**config.mk**
```make
export PLATFORM = sky130hd
export DESIGN_NAME = comp_run_ctrl
export DESIGN_NICKNAME = d
export VERILOG_FILES = /design/src/rtl/comp_run_ctrl.sv
export SDC_FILE = /design/constraint.sdc
export NUM_CORES = 1
export LEC_CHECK = 0
export CORE_ASPECT_RATIO = 1.25
export CORE_MARGIN = 4
export CORE_UTILIZATION = 57
export CTS_BUF_LIST = sky130_fd_sc_hd__clkbuf_8 sky130_fd_sc_hd__clkbuf_16
export CTS_CLUSTER_DIAMETER = 80
export DETAILED_ROUTE_END_ITERATION = 8
export PLACE_DENSITY = 0.76
export SLEW_MARGIN = 20
export SYNTH_ARGS = -nofsm -noshare
export SYNTH_HDL_FRONTEND = slang
export SYNTH_SLANG_ARGS = --single-unit
```
**constraint.sdc**
```tcl
create_clock -name clk -period 7.67 [get_ports clk]
set_input_delay 1.1505 -clock clk [delete_from_list [all_inputs] [get_ports clk]]
set_output_delay 1.1505 -clock clk [all_outputs]
set_load 0.05 [all_outputs]
```
**src/rtl/comp_run_ctrl.sv**
```systemverilog
// Load/run/capture sequencer for the comp core: streams a program image in, runs to halt or timeout, buffers outputs.
// Optional build macro COMP_RUN_CTRL_ZERO_FILL_EN: zero the unwritten tail of program memory before running.
module comp_run_ctrl #(
    parameter int MEM_WORDS      = 256,
    parameter int OUT_DEPTH      = 32,
    parameter int TIMEOUT_CYCLES = 100
) (
    input  logic        clk,
    input  logic        rst,
    input  logic        start,
    input  logic        load_valid,
    output logic        load_ready,
    input  logic [31:0] load_data,
    input  logic        load_last,
    output logic        core_rst,
    output logic [31:0] oob_wr_addr,
    output logic [31:0] oob_wr_data,
    output logic        oob_wen,
    input  logic [31:0] core_out,
    input  logic        core_outen,
    input  logic        core_outflen,
    input  logic        core_halt,
    output logic        rd_valid,
    input  logic        rd_ready,
    output logic [31:0] rd_data,
    output logic        rd_is_float,
    output logic        busy,
    output logic        done,
    output logic        timed_out,
    output logic        overflow,
    output logic [31:0] run_cycles
);
    localparam int AW = $clog2(MEM_WORDS) + 1;
    localparam int PW = $clog2(OUT_DEPTH);
    localparam logic [AW-1:0] LAST_ADDR = AW'(MEM_WORDS - 1);
    localparam logic [AW-1:0] MEM_LIM   = AW'(MEM_WORDS);
    localparam logic [31:0]   TO_LAST   = 32'(TIMEOUT_CYCLES - 1);
    localparam logic [PW:0]   FIFO_FULL = (PW+1)'(OUT_DEPTH);

    typedef enum logic [2:0] {IDLE, LOAD, SETTLE, RUN, DONE} state_t;

    state_t        state_q, state_d;
    logic [AW-1:0] addr_q;
    logic          fill_q;
    logic          accept, last_acc, begin_load;

    assign load_ready = (state_q == LOAD) && !fill_q && (addr_q < MEM_LIM);
    assign accept     = load_valid && load_ready;
    assign last_acc   = accept && (load_last || addr_q == LAST_ADDR);
    assign begin_load = start && (state_q == IDLE || state_q == DONE);

    always_comb begin
        state_d  = state_q;
        core_rst = 1'b1;
        busy     = 1'b0;
        done     = 1'b0;
        case (state_q)
            IDLE, DONE: begin
                done = (state_q == DONE);
                if (start) state_d = LOAD;
            end
            LOAD: begin
                busy = 1'b1;
`ifdef COMP_RUN_CTRL_ZERO_FILL_EN
                if (fill_q) begin
                    if (addr_q == LAST_ADDR) state_d = SETTLE;
                end else if (last_acc && addr_q == LAST_ADDR) begin
                    state_d = SETTLE;
                end
`else
                if (last_acc) state_d = SETTLE;
`endif
            end
            SETTLE: begin
                busy    = 1'b1;
                state_d = RUN;
            end
            RUN: begin
                busy     = 1'b1;
                core_rst = 1'b0;
                if (core_halt || run_cycles == TO_LAST) state_d = DONE;
            end
            default: state_d = IDLE;
        endcase
    end

`ifdef COMP_RUN_CTRL_ZERO_FILL_EN
    // Set after an early last word; the address counter then walks the tail writing zeros.
    always_ff @(posedge clk) begin
        if (rst || begin_load)                       fill_q <= 1'b0;
        else if (last_acc && addr_q != LAST_ADDR)    fill_q <= 1'b1;
        else if (fill_q && addr_q == LAST_ADDR)      fill_q <= 1'b0;
    end
`else
    assign fill_q = 1'b0;
`endif

    always_ff @(posedge clk) begin
        if (rst) begin
            state_q     <= IDLE;
            addr_q      <= '0;
            oob_wen     <= 1'b0;
            oob_wr_addr <= '0;
            oob_wr_data <= '0;
            timed_out   <= 1'b0;
            run_cycles  <= '0;
        end else begin
            state_q <= state_d;
            oob_wen <= 1'b0;
            if (begin_load) begin
                addr_q     <= '0;
                timed_out  <= 1'b0;
                run_cycles <= '0;
            end
            if (accept) begin
                oob_wen     <= 1'b1;
                oob_wr_addr <= 32'(addr_q);
                oob_wr_data <= load_data;
                addr_q      <= addr_q + AW'(1);
            end
`ifdef COMP_RUN_CTRL_ZERO_FILL_EN
            if (fill_q) begin
                oob_wen     <= 1'b1;
                oob_wr_addr <= 32'(addr_q);
                oob_wr_data <= '0;
                addr_q      <= addr_q + AW'(1);
            end
`endif
            if (state_q == RUN) begin
                run_cycles <= run_cycles + 32'd1;
                if (!core_halt && run_cycles == TO_LAST) timed_out <= 1'b1;
            end
        end
    end

    logic [32:0]   mem_q [OUT_DEPTH];
    logic [PW-1:0] wptr_q, rptr_q;
    logic [PW:0]   count_q;
    logic          push_req, pop, full, do_push;

    assign push_req = (state_q == RUN) && (core_outen || core_outflen);
    assign pop      = rd_valid && rd_ready;
    assign full     = (count_q == FIFO_FULL);
    // A pop in the same cycle frees the slot, so a full FIFO still takes the push.
    assign do_push  = push_req && (!full || pop);

    always_ff @(posedge clk) begin
        if (rst || begin_load) begin
            wptr_q   <= '0;
            rptr_q   <= '0;
            count_q  <= '0;
            overflow <= 1'b0;
        end else begin
            if (do_push) wptr_q <= wptr_q + PW'(1);
            if (pop)     rptr_q <= rptr_q + PW'(1);
            case ({do_push, pop})
                2'b10:   count_q <= count_q + (PW+1)'(1);
                2'b01:   count_q <= count_q - (PW+1)'(1);
                default: count_q <= count_q;
            endcase
            if (push_req && full && !pop) overflow <= 1'b1;
        end
    end

    always_ff @(posedge clk) begin
        if (do_push) mem_q[wptr_q] <= {core_outflen, core_out};
    end

    assign rd_valid               = (count_q != '0);
    assign {rd_is_float, rd_data} = mem_q[rptr_q];
endmodule

```
==> impl_metrics.yaml <==
setup_path:
  slowest_stage: "dfxtp_4"
  critical_path_arrival_ns: 4.60
  reg2reg_from: "state_q[1]"
  cp_cell_sequence: "buf_12, mux4_2, o22ai_1, nor4_1, clkdlybuf4s50_1"
  critPathKind: "register to output pin"
  max_stage_delay_ns: 0.99
  start_kind: "register"
  crit_required_ns: 6.52
  cp-end-kind: "output pin"
  crit_fanout: 49
logic_synthesis:
  netlist.area_leader.share_pct: 71.6
  synth.area.top_cells: "edfxtp_1 72%, mux4_2 13%, dfxtp_1 4.9%, o22ai_1 1.9%, nand2_1 1.1%"
  yosys_warnings: 0
  synth_top_flop_cell: "edfxtp_1"
  synth_seq_cells: 1165
  ys_types: 66
  syn_avg_cell_area_sq_um: 19.8
  synthArstFlopShare_pct: 0
  netlist_area_sq_mm: 0.0443
  synthCells: 2239
  yosysTopAreaCell: "edfxtp_1"
  synth_edf_count: 1056
  ys_seq_area_share_pct: 76.5
clocking:
  cts-root-buf: "clkbuf_16"
  cts_setup_buffers: 0
  cts.sinks: 1165
  insertion_delay_ns: 0.68
  cts_resized: 0
  cts_buffer_depth: 3
  cts_buffers: 104
  hold_buffers: 0
  cts_tree: "built"
  cts.clk_slew.worst_paths_ns: 0.06
  h-tree-depth: 3
finish:
  area.growth.synth_to_final_pct: 17.6
  final_cell_mix: "1056 x edfxtp_1, 264 x mux4_2, 182 x clkdlybuf4s50_1"
  layout-drive-gt1-share_pct: 22.2
  final_common_cell: "edfxtp_1"
  fin_area_sq_mm: 0.0521
  fill_cells: 4665
  finalNetCount: 2578
  regArea_sq_mm: 0.0339
  multi_input_area_sq_mm: 0.00998
routing:
  drt_iter0_drc: 2876
  vias_per_cell: 6.52
  routedWlPerCell_um: 30.5
  met3WireLength_mm: 11.4
  drc: 0
  wl_met2_mm: 56.5
  routed_wl_mm: 111
  top_layer_used: "met5"
  postRouteAntennaNets: 0
  met1_length_mm: 39.3
  dr.pass1.iters: 6
  num_vias: 23700
timing:
  setup_slack_ns: 1.92
  tightest_slew_ns: 1.09
  hold_violations: 0
  tns_ns: 0
  rsz0062_at_grt: "false"
  drv_slew: 0
  slew_headroom_pct: 27.4
  min_period_ns: 5.75
  setup_viol: 0
  fmax_ghz: 0.174
  clock_skew_ns: 0.0227
  period_share_pct: 74.9
run_status:
  status: "finished clean"
global_routing:
  grt_usage_pct: 27.0
  grt_overflow: 0
  grt_pass1_vias: 24300
  grt_max_degree: 86
  grt_pass1_wl_mm: 165
  antenna_found_initial: 5
power_and_ir_drop:
  p_per_area_mw_per_mm2: 267
  p_comb_share_pct: 10.0
  pwr-share-seq_pct: 50.3
  p_leak_nw: 15.9
  netSwitchingFraction_pct: 22.5
  max-vdd-ir-drop_v: 0.000252
  switchingPower_mw: 3.14
  p_int_mw: 10.8
  power_frac_clock_pct: 39.7
placement:
  placed_area_sq_mm: 0.0484
  post-place-ws_ns: 2.53
  place_congestion: 0.823
  io_buffers: 186
  place_hpwl_mm: 64.7
hold_path:
  min_path_type: "register to register"
  min_from: "oob_wr_data[16]"
floorplan:
  die_h_um: 320
  start_util_pct: 57.4
  core_area_sq_mm: 0.0772
  ios: 210
  dieArea_sq_mm: 0.0822
  die_x_um: 257
  rows: 114
flow_run:
  maxCapViolCount: 0
path summary, 6_finish.rpt:
check	end	slack, ns	cells after the start
hold reg to reg	oob_wr_data[16]	0.46	2
setup reg to reg	mem_q[31][8]	3.81	6
hold / removal	oob_wr_data[16]	0.46	2
setup / recovery	rd_data[25]	1.92	5
Yosys cell counts (all sizes together) (3+ instances only):
cell and instances:
edfxtp 1056, mux4 264, o22ai 132, nand2 127
dfxtp 109, nor2 90, clkbuf 77, a21oi 69
buf 69, nor4 40, nand3 26, inv 14
o21ai 12, nand4 10, nor3 10, ha 9
or3 9, or4 9, nand3b 8, xor2 8
and2 7, mux2i 7, or2 6, a211oi 5
and3 5, mux2 5, o211ai 5, o311ai 5
o41ai 5, nor4b 4, o21a 4, a31oi 3
o2111ai 3
layer usage:
layer  global-route usage (%)  vias up
li1                         -     9719
met1                     36.3    12200
met5                        0        -
met3                     5.81      226
met2                     45.2     1512
met4                     8.49        4
kinds of logic (layout without fill, tap and decap cells):
logic type / count (synthesis) / in the layout / synth area share, %
muxes: 276 / 276 / 13.7
other: 1 / 24 / 0.00847
DFF: 1165 / 1165 / 76.5
buffers and inverters: 161 / 484 / 1.69
adders and majority gates: 9 / 9 / 0.254
xor gates and xnor gates: 10 / 10 / 0.198
AOI/OAI and AO/OA: 254 / 254 / 3.58
and+or+nand+nor: 363 / 363 / 4.02
cell type report:
cell class	instances	area share [%]
multi-input combinational	935	19.2
clock buffer	110	5.27
timing repair buffer	275	6.10
inverter	15	0.108
antenna	1	0.00481
sequential	1165	65.1
tap	1044	2.51
clock inverter	84	1.73
worst max-delay path, delay by kind of cell (launching register included):
kind	cells	cell delay (ns)
compound gates	1	0.19
buf+inv	2	1.39
flops	1	0.99
mux	1	0.33
simple gates	1	0.90
sequential cells by signal, summed over array words and instances, names as in the netlist, named ones only:
| signal | count |
|---|---|
| addr_q | 9 |
| oob_wr_addr | 9 |
| count_q | 6 |
| oob_wen | 1 |
| wptr_q | 5 |
| overflow | 1 |
| oob_wr_data | 32 |
| state_q | 3 |
| mem_q | 1056 |
| run_cycles | 32 |
| rptr_q | 5 |
| timed_out | 1 |
power groups by stage:
| stage | sequential, mW | combinational, mW | clock [mW] |
|---|---|---|---|
| after global placement | 7.14 | 1.37 | 0 |
| after global routing | 7.01 | 1.48 | 5.88 |
| final | 7.00 | 1.40 | 5.52 |
| after floorplan | 7.12 | 0.989 | 0 |
| after detailed placement | 7.14 | 1.40 | 0 |
| after CTS | 7.00 | 1.41 | 5.57 |
through the flow:
| step | total power, mW | util, % | hold slack [ns] | instances |
|---|---|---|---|---|
| floorplan | 8.11 | - | 0.453 | 2261 |
| global placement | 8.51 | 61.6 | 0.443 | 3394 |
| CTS | 14.0 | 67.5 | 0.464 | 3628 |
| detailed placement | 8.54 | 62.8 | 0.448 | 3434 |
| finish | 13.9 | 67.5 | 0.458 | 3629 |
| global route | 14.4 | 67.5 | 0.482 | 3628 |
No activity file was read; power rests on OpenSTA's default activity.
